`src/rtl/ctrl_sequencer.sv`:
```
// ---------------------------------------------------------------------------
// ctrl_sequencer
// Microcode control sequencer for the 8-bit bus CPU. It walks the T-states of
// each instruction, decodes the IR opcode together with the ALU flags, and
// drives the single 16-bit control word. The load and enable inputs of every
// bus-attached register consume this word.
//
// Parameters
//   NUM_STEPS    T-states per instruction before a forced wrap to T0 (5..8)
//   EARLY_END    1: a step at T2 or later whose control word is zero ends the
//                instruction early; 0: always run all NUM_STEPS steps
//
// Ports
//   i_clk          in   system clock; all state changes on the rising edge
//   i_rst          in   synchronous active-high reset
//   i_opcode[3:0]  in   IR[7:4]; only meaningful from T2 onward
//   i_carry        in   registered carry flag
//   i_zero         in   registered zero flag
//   o_ctrl[15:0]   out  control word (15 HLT,14 MI,13 RI,12 RO,11 IO,10 II,
//                       9 AI,8 AO,7 EO,6 SU,5 BI,4 OI,3 CE,2 CO,1 J,0 FI)
//   o_step[2:0]    out  current T-state
//   o_instr_done   out  high during the last step of the current instruction
//   o_halted       out  CPU halted; only a reset clears it
// ---------------------------------------------------------------------------
module ctrl_sequencer #(
    parameter int NUM_STEPS = 5,
    parameter bit EARLY_END = 1'b1
) (
    input  logic        i_clk,
    input  logic        i_rst,
    input  logic [3:0]  i_opcode,
    input  logic        i_carry,
    input  logic        i_zero,
    output logic [15:0] o_ctrl,
    output logic [2:0]  o_step,
    output logic        o_instr_done,
    output logic        o_halted
);

    // One-hot control lines. Each microinstruction below is built by OR-ing
    // these together.
    localparam logic [15:0] CTRL_HLT = 16'h8000;
    localparam logic [15:0] CTRL_MI  = 16'h4000;
    localparam logic [15:0] CTRL_RI  = 16'h2000;
    localparam logic [15:0] CTRL_RO  = 16'h1000;
    localparam logic [15:0] CTRL_IO  = 16'h0800;
    localparam logic [15:0] CTRL_II  = 16'h0400;
    localparam logic [15:0] CTRL_AI  = 16'h0200;
    localparam logic [15:0] CTRL_AO  = 16'h0100;
    localparam logic [15:0] CTRL_EO  = 16'h0080;
    localparam logic [15:0] CTRL_SU  = 16'h0040;
    localparam logic [15:0] CTRL_BI  = 16'h0020;
    localparam logic [15:0] CTRL_OI  = 16'h0010;
    localparam logic [15:0] CTRL_CE  = 16'h0008;
    localparam logic [15:0] CTRL_CO  = 16'h0004;
    localparam logic [15:0] CTRL_J   = 16'h0002;
    localparam logic [15:0] CTRL_FI  = 16'h0001;

    localparam logic [2:0] LAST_STEP = 3'(NUM_STEPS - 1);

    typedef enum logic [3:0] {
        OP_NOP = 4'h0,
        OP_LDA = 4'h1,
        OP_ADD = 4'h2,
        OP_SUB = 4'h3,
        OP_STA = 4'h4,
        OP_LDI = 4'h5,
        OP_JMP = 4'h6,
        OP_JC  = 4'h7,
        OP_JZ  = 4'h8,
        OP_OUT = 4'hE,
        OP_HLT = 4'hF
    } opcode_e;

    logic [15:0] micro_word;
    logic [15:0] ctrl_word;
    logic [2:0]  next_step;

    // Microcode ROM. T0/T1 form the common fetch. T2..T4 form the
    // opcode-specific execute phase. Anything outside the table (including
    // steps 5..7 when NUM_STEPS is larger than 5) is an idle zero word.
    // Conditional jumps look at the flags here combinationally. The flags are
    // never latched locally.
    always_comb begin
        micro_word = 16'h0000;
        case (o_step)
            3'd0: micro_word = CTRL_CO | CTRL_MI;
            3'd1: micro_word = CTRL_RO | CTRL_II | CTRL_CE;
            3'd2: begin
                case (i_opcode)
                    OP_LDA, OP_ADD, OP_SUB, OP_STA: micro_word = CTRL_IO | CTRL_MI;
                    OP_LDI: micro_word = CTRL_IO | CTRL_AI;
                    OP_JMP: micro_word = CTRL_IO | CTRL_J;
                    OP_JC:  micro_word = i_carry ? (CTRL_IO | CTRL_J) : 16'h0000;
                    OP_JZ:  micro_word = i_zero  ? (CTRL_IO | CTRL_J) : 16'h0000;
                    OP_OUT: micro_word = CTRL_AO | CTRL_OI;
                    OP_HLT: micro_word = CTRL_HLT;
                    default: micro_word = 16'h0000;
                endcase
            end
            3'd3: begin
                case (i_opcode)
                    OP_LDA:         micro_word = CTRL_RO | CTRL_AI;
                    OP_ADD, OP_SUB: micro_word = CTRL_RO | CTRL_BI;
                    OP_STA:         micro_word = CTRL_AO | CTRL_RI;
                    default:        micro_word = 16'h0000;
                endcase
            end
            3'd4: begin
                case (i_opcode)
                    OP_ADD:  micro_word = CTRL_EO | CTRL_AI | CTRL_FI;
                    OP_SUB:  micro_word = CTRL_EO | CTRL_AI | CTRL_SU | CTRL_FI;
                    default: micro_word = 16'h0000;
                endcase
            end
            default: micro_word = 16'h0000;
        endcase
    end

    // While halted, the HLT line is held asserted so that the clock-gating
    // logic downstream stays stopped. Reset forces the whole word quiet, so
    // no register loads while the machine is being reset.
    always_comb begin
        ctrl_word = o_halted ? CTRL_HLT : micro_word;
        o_ctrl    = i_rst ? 16'h0000 : ctrl_word;
    end

    // Step sequencing. Two cases freeze the counter: the cycle that issues HLT
    // and every cycle after it. This leaves o_step on the T-state that halted
    // the machine. An idle word at T2 or later is treated as end of
    // instruction, so short instructions skip their empty tail.
    always_comb begin
        next_step = o_step + 3'd1;
        if (o_halted || ctrl_word[15]) begin
            next_step = o_step;
        end else if (o_step == LAST_STEP) begin
            next_step = 3'd0;
        end else if (EARLY_END && (o_step >= 3'd2) && (ctrl_word == 16'h0000)) begin
            next_step = 3'd0;
        end
        o_instr_done = !i_rst && !o_halted && (next_step == 3'd0);
    end

    // State registers. Reset abandons any instruction in flight, and the first
    // cycle after reset is T0. The halt flag is sticky until the next reset.
    always_ff @(posedge i_clk) begin
        if (i_rst) begin
            o_step   <= 3'd0;
            o_halted <= 1'b0;
        end else begin
            o_step <= next_step;
            if (ctrl_word[15]) begin
                o_halted <= 1'b1;
            end
        end
    end

endmodule

```
`config.mk`:
```
export PLATFORM = sky130hd
export DESIGN_NAME = ctrl_sequencer
export DESIGN_NICKNAME = d
export VERILOG_FILES = /design/src/rtl/ctrl_sequencer.sv
export SDC_FILE = /design/constraint.sdc
export NUM_CORES = 1
export LEC_CHECK = 0
export CAP_MARGIN = 5
export CORE_MARGIN = 3
export CORE_UTILIZATION = 45
export CTS_CLUSTER_SIZE = 24
export DETAILED_ROUTE_END_ITERATION = 12
export PLACE_DENSITY_LB_ADDON = 0.08
export REMOVE_ABC_BUFFERS = 1
export SLEW_MARGIN = 20
export SYNTH_ARGS = -nofsm -noshare
export SYNTH_HDL_FRONTEND = slang
export SYNTH_SLANG_ARGS = --single-unit
export TNS_END_PERCENT = 5
```
`constraint.sdc`:
```
create_clock -name i_clk -period 5.95 [get_ports i_clk]
set_input_delay 1.19 -clock i_clk [delete_from_list [all_inputs] [get_ports i_clk]]
set_output_delay 1.19 -clock i_clk [all_outputs]
set_load 0.01 [all_outputs]
```
==> out/metrics.cfg <==
[worst_setup_path]
path_cells=clkdlybuf4s50_1, or3_4, a21oi_2, a2111oi_2, nor4b_4, o21a_1, clkdlybuf4s50_1
crit_family=buffers and inverters
crit_buf_inv=2
crit_path_start_kind=primary input
cp_max_fo=15
path_common_cell=clkdlybuf4s50_1
slowest_stage=clkdlybuf4s50_1
r2r_cells=7
critPathRequiredTime_ps=4760
crit_type=in -> out
worstSetupEndpointType=output port
crit_cells=7
cp.arrival_ps=3720
slowest_delay_ps=660

[floorplan]
dieArea_mm2=0.002121
placementRows=13
core-area_mm2=0.001399
ios=29
start_util=0.5161
die_h_um=46.06
die_w_um=46.06

[detailed_routing]
remaining_drc_errors=0
antenna_left=0
drt_iter0_drc=24
wl_per_cell_um=14.59
first_pass_iters=4
vias=799
routed_wl_um=1984
vias_per_cell=5.875

[hold_path]
hold-path-cell-count=2
min_path_type=reg -> reg

[cells_and_area]
n_fill_cell=113
nets=136
antenna_cells=0
finish.utilization=0.7048
drive_above_1_share=0.09917
syn2layout_area_growth_pct=36.57
fin_area_um2=985.9

[clocking]
cts_buffers=3
post-cts-setup-buffer-count=0
cts_resized=0
cts_tree=built
cts.path.max_buffers=2
clock-sinks=4
root_buffer=clkbuf_4
clk_pin_slew_ps=30
clk_latency_ps=230
htreeDepth=1
hold_buffers=0

[logic_synthesis]
async_flop_share=0
synth.avg_cell_area_um2=7.443
synth_ff_type=dfxtp_1
synth_edf_count=0
synth_xor_area_frac=0
seq_area_frac_synth=0.1109
ys_types=42
synth_warnings=0
ys_seq_elements=4
synthesis.instances=97
synth_top_family_by_area=simple AND/OR/NAND/NOR gates
synth_adder_area_share=0.08666
synth-compound-area-share=0.2773
yosys.area_share.simple=0.4194
synth.area.mux_share=0
synthesis.area_um2=721.9

[power]
power_density_mw_per_mm2=288.7
p_leak_nw=0.3577
power.total_w=0.0002846
ir_worst_vdd_mv=0.2611

[global_routing]
antenna_found_initial=0
grt_max_degree=16
grt_pass1_vias=697
grt-ovfl-total=0
grt_pass1_wl_um=3174
track_usage=0.1964

[placement]
post_dp_cell_area_um2=963.4
hpwl_um=1524
place_congestion=0.7798
port_buffers=28
pre_cts_ws_ps=1055

[timing]
worstMarginPinSlew_ps=513.6
finalSetupViolCount=0
layout_min_cycle_time_ps=4908
hold_viol=0
period_share=0.8248
max_freq_mhz=203.8
rsz0062_at_grt=false
slew_headroom=0.6569
worst_slack_ps=1042
skew_ps=2.752
fin_setup_tns_ps=0
slew_viol_final=0

[flow_run]
drv_cap=0

[run_status]
status=finished, final reports clean

-- worst register-to-register path: stages, from the launching register on --
cell,delay [ps]
dfxtp_1,420
inv_1,130
ha_1,310
or3_1,370
a21oi_1,320
a311oi_4,90
nor4b_4,300
o32ai_1,160
-- cells by family after synthesis --
kind of cell	after synthesis
and+or+nand+nor	50
AOI/OAI and AO/OA	26
buffers and inverters	12
adders and majority gates	5
DFF	4
-- cell usage after synthesis (2+ instances only) --
cell	n	area, um2
a21oi_1	4	20.02
a31oi_1	2	12.51
and2_1	2	12.51
buf_4	2	15.01
buf_6	3	33.78
dfxtp_1	4	80.08
ha_1	5	62.56
inv_1	4	15.01
nand2_1	12	45.04
nand3_1	2	10.01
nor2_1	12	45.04
nor2b_1	3	18.77
nor3_1	3	15.01
o21a_1	2	15.01
o21ai_0	2	10.01
o21ai_1	6	30.03
or3_1	3	18.77
or3_4	2	22.52
-- power breakdown --
group          internal [W]  switching (W)  leakage (nW)
registers         0.0000347      0.0000132        0.0328
clock network     0.0000225     0.00000950        0.0138
logic              0.000101       0.000104         0.311
total              0.000158       0.000127         0.358
-- path summary, 6_finish.rpt --
| path | from | end | slack (ps) |
|---|---|---|---|
| setup / recovery | i_opcode[1] | o_instr_done | 1040 |
| setup reg to reg | o_step[0] | o_step[2] | 3700 |
| hold / removal | o_step[0] | o_step[0] | 550 |
| hold reg to reg | o_step[0] | o_step[0] | 550 |
-- layer usage --
layer,part of all wire,track usage,up-vias,wire length [um]
met5,0,0,-,0
met4,0,0.05114,0,0
met3,0.070,0.01563,0,138
met2,0.45,0.2995,34,896
met1,0.48,0.2917,365,949
li1,-,-,400,-
-- final cells by class --
| type | instances | area, um2 | area share |
|---|---|---|---|
| inverter | 5 | 18.77 | 0.01904 |
| multi-input combinational | 81 | 565.5 | 0.5736 |
| clock buffer | 3 | 22.52 | 0.02284 |
| tap | 15 | 18.77 | 0.01904 |
| timing repair buffer | 28 | 280.3 | 0.2843 |
| sequential | 4 | 80.08 | 0.08122 |
-- registers in the layout, summed over array words and instances (netlist names) --
| name | count |
|---|---|
| o_step | 3 |
| o_halted | 1 |
-- through the flow --
stage | hold WS, ps | cells
finish | 548.9 | 136
global route | 585.4 | 136
CTS | 550.9 | 136
detailed placement | 539.9 | 133
global placement | 536.1 | 133
floorplan | 522.8 | 90
-- placed cells by master (no fill, tap or decap), drive strengths merged --
cell type       n
a2111oi         2
o31a            1
o21ai           8
o32ai           1
or3             5
o211ai          1
nor2b           3
nor3            3
nand2          12
dfxtp           4
a311oi          1
clkdlybuf4s50  28
o21a            2
nand4           2
and2            2
a31oi           2
or4             1
or2b            1
and3            1
o21bai          1
and2b           1
o22ai           1
and3b           1
and4b           1
nor2           12
inv             5
clkbuf          3
nand3           2
a21oi           5
nor4b           1
or4b            1
ha              5
nand2b          1
a2111o          1
Note: power is estimated with default switching activity, not from simulation.
